===== src/rtl/unified_mem_arbiter.sv =====
// unified_mem_arbiter
// Shares one single-port unified memory between the CPU instruction-fetch
// port (I) and the CPU data port (D). The memory holds an instruction window
// in its lower half and a data window in its upper half. Each port uses a
// req/ack handshake. Byte addresses are translated to word addresses, ties
// are broken round-robin, and out-of-window or misaligned accesses complete
// with err=1 and never touch the memory.
//
// state  | meaning
// -------+---------------------------------------------------------------
// IDLE   | sample requests, grant one, latch the translated access
// ISSUE  | single mem_en cycle (write commits here)
// WAIT   | read latency down-counter; capture mem_rdata on terminal count
// ACK    | one-cycle ack (and err) pulse to the granted port
//
// Ports
//   clk_in, reset                 clock, async active-high reset
//   i_req/i_addr                  fetch request (read only)
//   i_ack/i_rdata/i_err           fetch completion, held read data, error
//   d_req/d_we/d_addr/d_wdata     data request
//   d_ack/d_rdata/d_err           data completion, held read data, error
//   mem_en/mem_we/mem_addr/
//   mem_wdata/mem_rdata           single-port memory interface
//   busy                          high whenever the FSM is not in IDLE
module unified_mem_arbiter #(
    parameter logic [31:0] IBASE = 32'h00400000,
    parameter logic [31:0] DBASE = 32'h10010000,
    parameter int          AW    = 11,
    parameter int          LAT   = 1
) (
    input  logic          clk_in,
    input  logic          reset,
    input  logic          i_req,
    input  logic [31:0]   i_addr,
    output logic          i_ack,
    output logic [31:0]   i_rdata,
    output logic          i_err,
    input  logic          d_req,
    input  logic          d_we,
    input  logic [31:0]   d_addr,
    input  logic [31:0]   d_wdata,
    output logic          d_ack,
    output logic [31:0]   d_rdata,
    output logic          d_err,
    output logic          mem_en,
    output logic          mem_we,
    output logic [AW-1:0] mem_addr,
    output logic [31:0]   mem_wdata,
    input  logic [31:0]   mem_rdata,
    output logic          busy
);

    typedef enum logic [1:0] {
        S_IDLE  = 2'd0,
        S_ISSUE = 2'd1,
        S_WAIT  = 2'd2,
        S_ACK   = 2'd3
    } state_t;

    localparam int          CW        = (LAT > 1) ? $clog2(LAT) : 1;
    // Each window is 2^(AW-1) words, i.e. 2^(AW+1) bytes.
    localparam logic [31:0] WIN_BYTES = 32'd1 << (AW + 1);

    // Port encoding: 0 = I, 1 = D.
    state_t          r_state;
    state_t          w_state_nxt;
    logic            r_port;
    logic            r_last_grant;
    logic            r_we;
    logic            r_err;
    logic [AW-1:0]   r_addr;
    logic [31:0]     r_wdata;
    logic [31:0]     r_i_rdata;
    logic [31:0]     r_d_rdata;
    logic [CW-1:0]   r_cnt;

    logic            w_gnt_valid;
    logic            w_gnt_port;
    logic [31:0]     w_addr;
    logic [31:0]     w_base;
    logic [31:0]     w_off;
    logic            w_err;
    logic            w_we;
    logic [AW-1:0]   w_maddr;
    logic            w_wait_done;

    // Grant: a lone request wins; on a tie the port not granted last wins.
    // last_grant resets to I, so the first tie after reset goes to D.
    assign w_gnt_valid = i_req | d_req;
    assign w_gnt_port  = (i_req && d_req) ? ~r_last_grant : d_req;
    assign w_addr      = w_gnt_port ? d_addr : i_addr;
    assign w_base      = w_gnt_port ? DBASE : IBASE;
    // Modular subtraction: an address below the base wraps to a huge offset
    // and is caught by the same window-size compare.
    assign w_off       = w_addr - w_base;
    assign w_err       = (w_addr[1:0] != 2'b00) || (w_off >= WIN_BYTES);
    assign w_we        = w_gnt_port & d_we;
    assign w_maddr     = {w_gnt_port, w_off[AW:2]};
    assign w_wait_done = (r_cnt == '0);

    always_ff @(posedge clk_in or posedge reset) begin
        if (reset) begin
            r_state <= S_IDLE;
        end else begin
            r_state <= w_state_nxt;
        end
    end

    always_comb begin
        w_state_nxt = r_state;
        case (r_state)
            S_IDLE: begin
                if (w_gnt_valid) begin
                    w_state_nxt = w_err ? S_ACK : S_ISSUE;
                end
            end
            S_ISSUE: w_state_nxt = r_we ? S_ACK : S_WAIT;
            S_WAIT: begin
                if (w_wait_done) begin
                    w_state_nxt = S_ACK;
                end
            end
            S_ACK:   w_state_nxt = S_IDLE;
            default: w_state_nxt = S_IDLE;
        endcase
    end

    always_ff @(posedge clk_in or posedge reset) begin
        if (reset) begin
            r_port       <= 1'b0;
            r_last_grant <= 1'b0;
            r_we         <= 1'b0;
            r_err        <= 1'b0;
            r_addr       <= '0;
            r_wdata      <= '0;
            r_i_rdata    <= '0;
            r_d_rdata    <= '0;
            r_cnt        <= '0;
        end else begin
            case (r_state)
                S_IDLE: begin
                    if (w_gnt_valid) begin
                        r_port       <= w_gnt_port;
                        r_last_grant <= w_gnt_port;
                        r_addr       <= w_maddr;
                        r_we         <= w_we;
                        r_wdata      <= d_wdata;
                        r_err        <= w_err;
                        r_cnt        <= CW'(LAT - 1);
                        // Errored accesses skip the memory; clear rdata now so
                        // it reads 0 during the ack cycle.
                        if (w_err) begin
                            if (w_gnt_port) begin
                                r_d_rdata <= '0;
                            end else begin
                                r_i_rdata <= '0;
                            end
                        end
                    end
                end
                S_WAIT: begin
                    if (w_wait_done) begin
                        if (r_port) begin
                            r_d_rdata <= mem_rdata;
                        end else begin
                            r_i_rdata <= mem_rdata;
                        end
                    end else begin
                        r_cnt <= r_cnt - 1'b1;
                    end
                end
                default: begin
                end
            endcase
        end
    end

    assign mem_en    = (r_state == S_ISSUE);
    assign mem_we    = mem_en & r_we;
    assign mem_addr  = r_addr;
    assign mem_wdata = r_wdata;
    assign busy      = (r_state != S_IDLE);
    assign i_ack     = (r_state == S_ACK) & ~r_port;
    assign d_ack     = (r_state == S_ACK) & r_port;
    assign i_err     = i_ack & r_err;
    assign d_err     = d_ack & r_err;
    assign i_rdata   = r_i_rdata;
    assign d_rdata   = r_d_rdata;

endmodule


===== config.mk =====
export PLATFORM = sky130hd
export DESIGN_NAME = unified_mem_arbiter
export DESIGN_NICKNAME = d
export VERILOG_FILES = /design/src/rtl/unified_mem_arbiter.sv
export SDC_FILE = /design/constraint.sdc
export NUM_CORES = 1
export LEC_CHECK = 0
export BUFFER_PORTS_ARGS = -buffer_cell sky130_fd_sc_hd__buf_2
export CORE_AREA = 2 2 108 110
export DETAILED_ROUTE_END_ITERATION = 12
export DIE_AREA = 0 0 110 112
export PLACE_DENSITY_LB_ADDON = 0.3
export SLEW_MARGIN = 10
export SYNTH_ARGS = -nofsm -noshare
export SYNTH_HDL_FRONTEND = slang
export SYNTH_SLANG_ARGS = --single-unit

===== constraint.sdc =====
create_clock -name clk_in -period 6.35 [get_ports clk_in]
set_input_delay 0.635 -clock clk_in [delete_from_list [all_inputs] [get_ports clk_in]]
set_output_delay 0.635 -clock clk_in [all_outputs]
set_load 0.005 [all_outputs]

==> impl_results.md <==
* Status: finished clean
* Netlist Area Pre-Place at 0.005549 mm²
* CP most frequent cell: nand4_1
* Hpwl dp at 11890 µm
* Layout net count at ~900
* Most common cell after layout, fill and taps aside: buf_2
* Placer congestion estimate at 0.8791
* Max stage delay cell, worst path: dfrtp_1
* Pre-antenna DRT Iters at 4
* VDD IR max at approximately 340 µV
* First-pass GRT wire length at about 26000 µm
* I/O pin count at about 250
* Skew-Pair Late Insertion Delay at approximately 0.34 ns
* CP top delay family: compound AO/OA/AOI/OAI gates
* Site Rows at 39
* Fin util at ~64%
* Crit path arrival time at approximately 4.3 ns
* DR WL/cell at between 15 and 20 µm
* Port-buffer cells at 246
* Die area at about 0.012 mm²
* WP data required at ~6.6 ns
* Total leakage power at around 3.5 nW
* Yosys warns at 0
* Clock Pin Slew Worst Setup and Hold Paths at about 0.07 ns
* Critical path, cell by cell: a21bo_2, mux2i_1, ha_1, nor4b_1, nand4_1, a211oi_1, nand4_1, nor3_1, nor2b_1, o22ai_2, buf_4, a22o_1
* Final TNS setup at 0 ns
* Die H at 112 µm
* Fin crit share at between 60 and 70%
* Area growth syn-to-layout at 28.03%
* Setup violators final at 0
* RSZ-0062 raised after global routing: no
* Seq/Total Area, Yosys at 50.06%
* Initial antenna violation count at 0
* DR iter-0 viols at ~420
* CP bufs+invs at 1
* Vias in the first global route at 5257
* Asr flop ratio synth at 100.0%
* Htree depth at 3
* Initial core utilization at between 40 and 50%
* Post-CTS setup repair buffer count at 0
* Total Routing Usage GR at between 20% and 30%
* GRT overflow at 0
* Hold crit path type: in -> async
* Largest net degree at the start of global routing at just over 70
* Commonest register cell after synthesis: dfrtp_1
* Final WL at ~16000 µm
* Power per cell area at between 400 and 500 mW/mm²
* Chip Width at between 100 and 150 µm
* Resize count post-CTS at 0
* Placed inst area at roughly 0.007 mm²
* Core area at 0.01117 mm²
* Syn Nets at around 660
* Worst Tran Pin Value at 0.9301 ns
* Fmax at 0.2453 GHz
* Max clock buf depth at 2
* Crit-path max cell delay at a little over 0.6 ns
* Fillcell total at just over 900
* Mean post-synth cell area at 10.69 µm²
* Cts hold-fix bufs at 0
* CTS Sinks at around 110
* Vias at slightly above 5000
* Critical Path Start Type: register
* Yosys reg bits at roughly 110
* Syn Inst Count at 519
* N_diodes at 0
* CTS Buf Count at 9
* Final hold vios at 0
* Fin. max-slew vios at 0
* Worst Slack Setup Final at 2.273 ns
* Layout cells sized above 1 at 41.55%
* Final worst path period need at roughly 4.1 ns
* Critical-path maximum fanout at 23
* Drc violations at 0
* Worst slack, placed at between 2 and 2.5 ns
* EDFF count, synth at 0
* Synth unique cells at 47
* Final Cell Area at 0.007104 mm²
* CTS tree: done
* CP endpoint kind: register
* Vias/cell at approximately 5.7
* Critical path class: reg -> reg
* DRT antenna net count at 0
* Most frequent cells in the layout: 246 x buf_2, 111 x dfrtp_1, 49 x nand2_1, 47 x o21ai_0, 36 x a21oi_1
* Worst hold slack at ~0.32 ns
* Root buffer cell: clkbuf_16
* Max-cap viol count at 0
* Rel. slew slack at ~38%
* Layout Skew at 0.004588 ns
## power breakdown
part	internal, mW	leakage (nW)	switching, mW
logic	0.779	1.99	0.787
clock network	0.267	0.120	0.253
registers	1.04	1.38	0.233
total	2.09	3.49	1.27
## routing by layer
layer	share of wire, %	vias up	track usage [%]
met5	0	-	0
met4	1.5	0	7.679
met3	7.8	17	7.963
met2	50	185	44.74
met1	41	2519	33.40
li1	-	2362	-
## Yosys cell counts, types with 3 or more instances
library cell  number  area, µm²
or3_1              3      18.77
nand3_1            3      15.01
mux2_2            32      360.4
nor4b_1            4      35.03
a21oi_1           37      185.2
clkbuf_1          22      82.58
nor2_1            15      56.30
buf_4              6      45.04
nand2_1           49      183.9
and2_1             3      18.77
buf_6              3      33.78
ha_1               5      62.56
o22ai_1            4      25.02
nor4_1             3      18.77
buf_2              8      40.04
inv_1              6      22.52
nor3_1             4      20.02
nor2b_1           36      225.2
a221o_1           32      320.3
a22o_1            32      280.3
dfrtp_1          111       2778
nand4_1            5      31.28
o21ai_0           48      240.2
or4_1              3      22.52
mux2i_1           15      150.1
## worst paths after layout
| check | slack, ns | end | cells past startpoint | startpoint |
|---|---|---|---|---|
| hold reg to reg | 0.49 | mem_addr[6]$_DFFE_PP0P_ | 2 | mem_addr[6]$_DFFE_PP0P_ |
| setup reg to reg | 2.27 | i_rdata[1]$_DFFE_PP0P_ | 12 | r_last_grant$_DFFE_PP0P_ |
| setup / recovery | 2.27 | i_rdata[1]$_DFFE_PP0P_ | 12 | r_last_grant$_DFFE_PP0P_ |
| hold / removal | 0.32 | mem_wdata[20]$_DFFE_PP0P_ | 2 | reset |
| min in group clk_in | 0.49 | mem_addr[6]$_DFFE_PP0P_ | 2 | mem_addr[6]$_DFFE_PP0P_ |
| max in group asynchronous | 4.73 | mem_wdata[9]$_DFFE_PP0P_ | 3 | reset |
## sequential cells by signal, indices dropped and copies added (netlist names)
register	cells
mem_addr	10
r_state	2
mem_wdata	32
r_we	1
r_err	1
i_rdata	32
r_last_grant	1
d_rdata	32
## stage by stage
stage                     power, mW  cells
after detailed placement      2.858    873
after floorplan               2.240    519
after global placement        2.776    873
final                         3.363    889
after CTS                     3.387    889
after global routing          3.608    889
## layout make-up
cell class	instances	area, µm²	area share, %
multi-input combinational	362	2594	36.51
inverter	6	25.02	0.3522
tap	143	178.9	2.518
clock inverter	3	20.02	0.2818
clock buffer	13	240.2	3.381
timing repair buffer	251	1269	17.86
sequential	111	2778	39.10
## cell families after synthesis
group / after synthesis / share of synthesized area, %
adders and majority gates: 5 / 1.127
muxes: 47 / 9.200
xor gates and xnor gates: 3 / 0.4736
buffers and inverters: 46 / 4.104
AOI/OAI and AO/OA: 173 / 22.35
DFF: 111 / 50.06
and+or+nand+nor: 134 / 12.69
Note: power is estimated with default switching activity, not from simulation.
